**src/rtl/cmd_field_sequencer.sv**
```systemverilog
// Command FIFO plus segment sequencer: splits {Ctrl,Cnt} words and counts Cnt down on Tick.
// Optional build macro CMD_REPEAT_EN adds a Repeat input that reloads the last command when the FIFO runs dry.
module cmd_field_sequencer #(
    parameter int CTRL_W = 8,
    parameter int CNT_W  = 16,
    parameter int DEPTH  = 4
) (
    input  logic                         Clk,
    input  logic                         Rst,
    input  logic [CTRL_W+CNT_W-1:0]      D,
    input  logic                         DValid,
    output logic                         DReady,
    input  logic                         Tick,
    input  logic                         Abort,
`ifdef CMD_REPEAT_EN
    input  logic                         Repeat,
`endif
    output logic [CTRL_W-1:0]            Ctrl,
    output logic [CNT_W-1:0]             Cnt,
    output logic                         Active,
    output logic                         Done,
    output logic [$clog2(DEPTH):0]       Level
);

    localparam int W     = CTRL_W + CNT_W;
    localparam int AW    = $clog2(DEPTH);
    localparam int LVL_W = AW + 1;
    localparam logic [LVL_W-1:0] FULL_LVL = LVL_W'(DEPTH);
    localparam logic [CNT_W-1:0] CNT_ZERO = {CNT_W{1'b0}};
    localparam logic [CNT_W-1:0] CNT_ONE  = {{(CNT_W-1){1'b0}}, 1'b1};

    typedef enum logic {ST_IDLE = 1'b0, ST_RUN = 1'b1} state_t;

    state_t              state_q, state_d;
    logic [W-1:0]        mem_q [DEPTH];
    logic [AW-1:0]       wr_ptr_q, rd_ptr_q;
    logic [LVL_W-1:0]    level_q;
    logic [CTRL_W-1:0]   ctrl_q, ctrl_d;
    logic [CNT_W-1:0]    cnt_q, cnt_d;
    logic                done_q, done_d;
    logic                fifo_full_s, fifo_empty_s, push_s;
    logic                pop_s, expire_s, reload_s, repeat_s;
    logic [W-1:0]        head_s;
    logic [CNT_W-1:0]    shadow_cnt_s;

    assign fifo_full_s  = (level_q == FULL_LVL);
    assign fifo_empty_s = (level_q == {LVL_W{1'b0}});
    assign head_s       = mem_q[rd_ptr_q];
    // A full FIFO refuses the word even if the sequencer pops in the same cycle.
    assign push_s       = DValid && !fifo_full_s && !Abort;

`ifdef CMD_REPEAT_EN
    logic [CNT_W-1:0] shadow_cnt_q;

    // Shadow copy of the last loaded count, used to replay the command.
    always_ff @(posedge Clk) begin
        if (Rst || Abort) begin
            shadow_cnt_q <= CNT_ZERO;
        end else if (pop_s) begin
            shadow_cnt_q <= head_s[CNT_W-1:0];
        end else begin
            shadow_cnt_q <= shadow_cnt_q;
        end
    end

    assign repeat_s     = Repeat;
    assign shadow_cnt_s = shadow_cnt_q;
`else
    assign repeat_s     = 1'b0;
    assign shadow_cnt_s = CNT_ZERO;
`endif

    // FIFO storage; data words need no reset because occupancy gates every read.
    always_ff @(posedge Clk) begin
        if (push_s) begin
            mem_q[wr_ptr_q] <= D;
        end
    end

    // FIFO pointers and occupancy.
    always_ff @(posedge Clk) begin
        if (Rst || Abort) begin
            wr_ptr_q <= {AW{1'b0}};
            rd_ptr_q <= {AW{1'b0}};
            level_q  <= {LVL_W{1'b0}};
        end else begin
            wr_ptr_q <= push_s ? wr_ptr_q + {{(AW-1){1'b0}}, 1'b1} : wr_ptr_q;
            rd_ptr_q <= pop_s  ? rd_ptr_q + {{(AW-1){1'b0}}, 1'b1} : rd_ptr_q;
            case ({push_s, pop_s})
                2'b10:   level_q <= level_q + {{(LVL_W-1){1'b0}}, 1'b1};
                2'b01:   level_q <= level_q - {{(LVL_W-1){1'b0}}, 1'b1};
                default: level_q <= level_q;
            endcase
        end
    end

    // Sequencer state and registered outputs.
    always_ff @(posedge Clk) begin
        if (Rst) begin
            state_q <= ST_IDLE;
            ctrl_q  <= {CTRL_W{1'b0}};
            cnt_q   <= CNT_ZERO;
            done_q  <= 1'b0;
        end else begin
            state_q <= state_d;
            ctrl_q  <= ctrl_d;
            cnt_q   <= cnt_d;
            done_q  <= done_d;
        end
    end

    // Next-state: load from the FIFO when idle or on expiry, else replay or go idle.
    always_comb begin
        state_d  = state_q;
        pop_s    = 1'b0;
        expire_s = 1'b0;
        reload_s = 1'b0;
        if (Abort) begin
            state_d = ST_IDLE;
        end else begin
            case (state_q)
                ST_IDLE: begin
                    if (!fifo_empty_s) begin
                        pop_s   = 1'b1;
                        state_d = ST_RUN;
                    end else begin
                        state_d = ST_IDLE;
                    end
                end
                ST_RUN: begin
                    expire_s = (cnt_q == CNT_ZERO) || (Tick && (cnt_q == CNT_ONE));
                    if (expire_s && !fifo_empty_s) begin
                        pop_s   = 1'b1;
                        state_d = ST_RUN;
                    end else if (expire_s && repeat_s) begin
                        reload_s = 1'b1;
                        state_d  = ST_RUN;
                    end else if (expire_s) begin
                        state_d = ST_IDLE;
                    end else begin
                        state_d = ST_RUN;
                    end
                end
                default: state_d = ST_IDLE;
            endcase
        end
    end

    // Output datapath: field split on load, countdown on Tick, clear on expiry to idle.
    always_comb begin
        ctrl_d = ctrl_q;
        cnt_d  = cnt_q;
        done_d = 1'b0;
        if (Abort) begin
            ctrl_d = {CTRL_W{1'b0}};
            cnt_d  = CNT_ZERO;
        end else if (pop_s) begin
            ctrl_d = head_s[W-1:CNT_W];
            cnt_d  = head_s[CNT_W-1:0];
            done_d = expire_s;
        end else if (expire_s) begin
            done_d = 1'b1;
            cnt_d  = reload_s ? shadow_cnt_s : CNT_ZERO;
        end else if ((state_q == ST_RUN) && Tick) begin
            cnt_d = cnt_q - CNT_ONE;
        end else begin
            cnt_d = cnt_q;
        end
    end

    assign DReady = !fifo_full_s;
    assign Ctrl   = ctrl_q;
    assign Cnt    = cnt_q;
    assign Active = (state_q == ST_RUN);
    assign Done   = done_q;
    assign Level  = level_q;

endmodule
```
**config.mk**
```make
export PLATFORM = sky130hd
export DESIGN_NAME = cmd_field_sequencer
export DESIGN_NICKNAME = d
export VERILOG_FILES = /design/src/rtl/cmd_field_sequencer.sv
export SDC_FILE = /design/constraint.sdc
export NUM_CORES = 1
export LEC_CHECK = 0
export BUFFER_PORTS_ARGS = -buffer_cell sky130_fd_sc_hd__buf_2
export CAP_MARGIN = 10
export CORE_MARGIN = 2
export CORE_UTILIZATION = 34
export DETAILED_ROUTE_END_ITERATION = 16
export SLEW_MARGIN = 15
export SYNTH_ARGS = -nofsm -noshare
export SYNTH_HDL_FRONTEND = slang
export SYNTH_SLANG_ARGS = --single-unit
```
**constraint.sdc**
```tcl
create_clock -name Clk -period 2.76 [get_ports Clk]
set_input_delay 0.138 -clock Clk [delete_from_list [all_inputs] [get_ports Clk]]
set_output_delay 0.138 -clock Clk [all_outputs]
set_load 0.1 [all_outputs]
```
# Word level (Yosys, flattened, before mapping)
# Memory sizes are Yosys's and may differ from the RTL's. A register that Yosys moved wholly into a read port is not among the register bits.
# Cells that the tools add are included.
[word_totals] reg_bits=33 latch_bits=0 mem_bits_rw=96 romBits=0 input_bits=29 word_cells=52 n_memories=1
[mem_list] memory="mem_q" words=4 word_bits=24 rd=1 rd_clocked_by_memory_dff=1 write_ports=1 line_no="35" text="logic [W-1:0] mem_q [DEPTH];"
[classes] add_sub_neg=5 mul=0 div=0 n_lt_le_gt_ge=0 eq_ne=4 shifts=0 mux=19 bitwise_logic=1 n_reduce_logical=15
[op_table] op="$mux 16" count=3
[op_table] op="$eq 16x1->1 const B" count=1
[op_table] op="$logic_not 16->1" count=1
[op_table] op="$sub 16x1->16 const B" count=1
[op_table] op="$mux 1" count=11
[op_table] op="$pmux 3 s2" count=1
[op_table] op="$logic_and 1x1->1" count=5
[op_table] op="$add 2x1->2 const B" count=2
[op_table] op="$mux 2" count=2
[op_table] op="$pmux 1 s2" count=2
[op_table] op="$add 3x1->3 const B" count=1
[op_table] op="$eq 3x3->1 const B" count=1
[op_table] op="$logic_not 1->1" count=3
[op_table] op="$logic_not 3->1" count=1
[op_table] op="$reduce_bool 3->1" count=1
[op_table] op="$sub 3x1->3 const B" count=1
[op_table] op="$eq 2x1->1 const B" count=1
[op_table] op="$eq 2x2->1 const B" count=1
[op_table] op="$logic_or 1x1->1" count=2
[op_table] op="$reduce_bool 2->1" count=1
[op_table] op="$reduce_or 2->1" count=1
[op_table] op="$not 1->1" count=1

# Depth between registers and ports, before layout
[logic_depth] ltp_word=9 depth_mapped=13 mapped_depth_nobuf=12

# Worst setup path before layout
# No wires, ideal clock.
[synth_path] path_type="register to register" start="register level_q[2], in the netlist Level[2]" end="register level_q[2], in the netlist Level[2]" setup_time_ns=0.070 arrival_time_ns=3.798 setup_slack_ns=-1.108 path_stages_with_launch=11 path_cell_list="dfxtp_1 nand3_1 nand2_1 nor2_1 inv_1 ha_1 inv_1 fa_1 xor2_1 or3_1 a21oi_1"
[synth_rtl] element="from (decl)" line_no="37" text="logic [LVL_W-1:0] level_q;"
[synth_rtl] element="from (signal assigned)" line_no="85" text="level_q <= {LVL_W{1'b0}};"
[synth_rtl] element="from (signal assigned)" line_no="90" text="2'b10: level_q <= level_q + {{(LVL_W-1){1'b0}}, 1'b1};"
[synth_rtl] element="from (signal assigned)" line_no="91" text="2'b01: level_q <= level_q - {{(LVL_W-1){1'b0}}, 1'b1};"
[synth_rtl] element="$eq 3x3->1 (*)" line_no="46" text="assign fifo_full_s = (level_q == FULL_LVL);"
[synth_rtl] element="$logic_not 1->1 (*)"
[synth_rtl] element="net DReady" line_no="12" text="output logic DReady,"
[synth_rtl] element="$logic_and 1x1->1 (*) (2 in series)" line_no="50" text="assign push_s = DValid && !fifo_full_s && !Abort;"
[synth_rtl] element="$eq 2x1->1 / $eq 2x2->1 (equally long branches)" line_no="89" text="case ({push_s, pop_s})"
[synth_rtl] element="$pmux 3 s2 / $reduce_bool 2->1 (equally long branches)"
# The timed path passes the listed nets; every way through them passes the cells marked *.
# A chain may end at the register's enable or synchronous reset.

# Worst setup path after layout
[layout_path] start="register cnt_q[3], in the netlist Cnt[3]" end="register level_q[2], in the netlist Level[2]"
[layout_between] elab_chain_cells=9
[layout_rtl] element="from (decl)" line_no="39" text="logic [CNT_W-1:0] cnt_q, cnt_d;"
[layout_rtl] element="from (signal assigned)" line_no="107" text="cnt_q <= cnt_d;"
[layout_rtl] element="$eq 16x1->1" line_no="131" text="expire_s = (cnt_q == CNT_ZERO) || (Tick && (cnt_q == CNT_ONE));"
[layout_rtl] element="$logic_and 1x1->1" line_no="131"
[layout_rtl] element="$logic_or 1x1->1 (*)" line_no="131"
[layout_rtl] element="$logic_and 1x1->1 (*)" line_no="132" text="if (expire_s && !fifo_empty_s) begin"
[layout_rtl] element="$mux 1 (*)" line_no="132"
[layout_rtl] element="$pmux 1 s2 (*)" line_no="121" text="case (state_q)"
[layout_rtl] element="$mux 1 (*)" line_no="118" text="if (Abort) begin"
[layout_rtl] element="$eq 2x1->1 / $eq 2x2->1 (equally long branches)" line_no="89"
[layout_rtl] element="$pmux 3 s2 / $reduce_bool 2->1 (equally long branches)"
[layout_rtl] element="to (signal assigned)" line_no="90"
[layout_rtl] element="to (signal assigned)" line_no="91"
[layout_rtl] element="to (signal assigned)" line_no="92" text="default: level_q <= level_q;"
# Every way passes the cells marked *; elsewhere a longest branch is shown, timed or not.

==> qor.csv <==
metric,value,unit
postSynthAreaPerCell,15.1,um^2
synth_area_leaders,"edfxtp_1, dfxtp_1, mux4_2",
ios,59,
detailedPlacementHpwl,8.32,mm
yosysSeqAreaShare,65.2,%
final_layout_size_suffix_gt1_share,35.3,%
cts_tree,built,
fin_skew,0.0228,ns
clockRootBuffer,clkbuf_16,
cp_cell_sequence,or4_4 > nor4_4 > a21oi_4 > inv_6 > ha_4 > inv_1 > fa_2 > xor2_1 > or3_1 > a21oi_1,
antenna_violations_before_repair,0,
ant_nets,0,
die_h,131,um
initial_core_utilization,34.7,%
n_diodes,0,
grt_pass1_wl,19.9,mm
vdd_ir_drop_max,0.522,mV
regToRegSetupSlack,0.25,ns
ys_seq_elements,131,
layout-area-overhead-vs-synth,28.5,%
drc,0,
ctsLongestPathBuffers,2,
layout_setup_ws,0.252,ns
critPathRequiredTime,3.08,ns
cts_sinks,131,
yosysMostFrequentCell,edfxtp_1,
tns,0,ns
route.vias.total,3419,
synth_top_cells_by_count,"edfxtp_1, dfxtp_1, nor2_1",
grt_use_total,15.1,%
worstMarginPinSlew,0.790,ns
grt_start_max_net_pins,30,
timing.final.max_slew_violations,0,
critical-path-slowest-cell,or4_4,
cp-end-kind,flip-flop,
dieArea,0.0172,mm^2
final_hold_violations,0,
syn_nets,401,
dp_slack,0.281,ns
drt-pass1-iter-count,4,
die_width,131,um
synth_ff_type,edfxtp_1,
timing.max_cap.violations,0,
regArea,0.00362,mm^2
final_design_area_no_fill,0.00707,mm^2
cpPeakStageDelay,0.59,ns
number_of_setup_buffers_added_after_cts,0,
synth_top_area_cell,edfxtp_1,
maxClockFrequency,0.399,GHz
final.fill_count,1415,
mean_number_of_vias_per_cell,4.92,
placed_cell_area,0.00618,mm^2
standby_leakage_power,2.50,nW
cts_htree_levels,4,
cp-start-kind,flip-flop,
weighted_congestion_at_the_end_of_routability_driven_global_placement,0.861,
placement_rows,46,
finalHoldWorstSlack,0.210,ns
power_per_cell_area,727,mW/mm^2
period_utilization_post_route,90.9,%
place.detailed.instances,638,
instances_no_fill,695,
postRouteWirelength,12.4,mm
cell_count_after_synthesis,363,
yosysWarningCount,0,
floorplan.core_area,0.0158,mm^2
cell_area_synth,0.00550,mm^2
wl_per_cell,17.8,um
nNetsFinal,505,
grt_pass1_vias,3580,
number_of_flops_mapped_to_enable_cells_by_yosys,96,
worstPathArrival,2.83,ns
cts_inserted_buffers,17,
globalRoute.totalOverflow,0,
clkSlewWorstSetupHoldPaths,0.06,ns
clkLatencyLatePin,0.42,ns
finalCriticalPeriod,2.51,ns
synth-async-reset-ratio,0,%
drt_first_iter_violations,270,
worst_hold_path_type,input port to flip-flop,
numPortBuffers,58,
multi_input_combinational_cell_area,0.00184,mm^2
run_status,"finished, final reports clean",
final-setup-viol-count,0,
grt_setup_unrepaired,no,
critical_path_class,flip-flop to flip-flop,
timing.max_slew.rel_slack,46.6,%
fraction_of_post_synthesis_cell_area_in_the_top_cell_type_by_area,52.4,%
critical_path.max_fanout,8,
unique_cell_type_count_in_the_yosys_netlist,61,
-- registers in the layout (all words and copies together) (netlist names), named ones only --
signal / flops
rd_ptr_q: 2
mem_q: 96
Cnt: 16
wr_ptr_q: 2
Active: 1
Level: 3
Done: 1
Ctrl: 8
-- metal layers --
metal | wire [um] | vias to the layer above | track usage, %
met5 | 0 | - | 0
met4 | 32 | 0 | 3.99
met3 | 543 | 2 | 4.21
met2 | 6110 | 90 | 24.7
met1 | 5690 | 1697 | 19.9
li1 | - | 1630 | -
-- worst max-delay path: cells and delay by family (launching register included) --
| family | cells | cell delay [ns] |
|---|---|---|
| buffers and inverters | 2 | 0.13 |
| flip-flops | 1 | 0.37 |
| adder cells (fa/ha/maj) | 2 | 0.45 |
| AO/OA/AOI/OAI | 2 | 0.24 |
| AND/OR/NAND/NOR | 3 | 1.09 |
| XOR/XNOR | 1 | 0.15 |
-- cell families (layout without fill, tap and decap cells) --
kind of cell             after synthesis  in the layout  synth area share (%)
multiplexers                          34             34                  11.6
XOR/XNOR                              12             12                  1.91
AO/OA/AOI/OAI                         59             59                  7.49
AND/OR/NAND/NOR                       92             92                  9.42
flip-flops                           131            131                  65.2
buffers and inverters                 26            142                  2.18
adder cells (fa/ha/maj)                9              9                  2.18
-- stage by stage --
stage	total power, mW	util [%]
3_3_place_gp	2.79	39.1
3_5_place_dp	2.79	39.1
2_1_floorplan	2.64	-
6_report	5.14	44.7
5_1_grt	5.33	44.7
4_1_cts	5.19	44.7
-- layout make-up --
type	count	share of cell area (%)
clock buffer	17	6.02
clock inverter	14	2.85
inverter	12	0.708
multi-input combinational	206	26.0
sequential	131	51.2
tap	216	3.82
timing repair buffer	99	9.38
-- placed cells by master (no fill, tap or decap), types with 15 or more instances in the layout --
master	Yosys	final
buf_2	5	58
dlygate4sd3_1	0	26
mux4_2	24	24
edfxtp_1	96	96
nand2_1	15	15
a21oi_1	18	17
nor2_1	27	27
dfxtp_2	0	16
clkbuf_16	0	17
buf_4	0	15
-- final timing paths --
check,start,endpoint,depth (start not counted)
setup reg to reg,Cnt[3]$_SDFFE_PP0P_,Level[2]$_SDFFE_PP0P_,10
hold / removal,Tick,Cnt[1]$_SDFFE_PP0P_,3
setup / recovery,Cnt[3]$_SDFFE_PP0P_,Level[2]$_SDFFE_PP0P_,10
hold reg to reg,Ctrl[6]$_SDFFE_PP0N_,Ctrl[6]$_SDFFE_PP0N_,2
-- power breakdown --
group | internal (mW) | total (mW) | switching, mW
clock | 1.52 | 2.36 | 0.842
combinational | 0.218 | 0.591 | 0.373
sequential | 2.16 | 2.19 | 0.0313
total | 3.89 | 5.14 | 1.25
-- repair_timing --
item	in CTS	in global routing
hold buffers	26	0
gates resized for setup	0	0
endpoints found under the hold margin	98	0
Power figures use the tool's default switching activity.
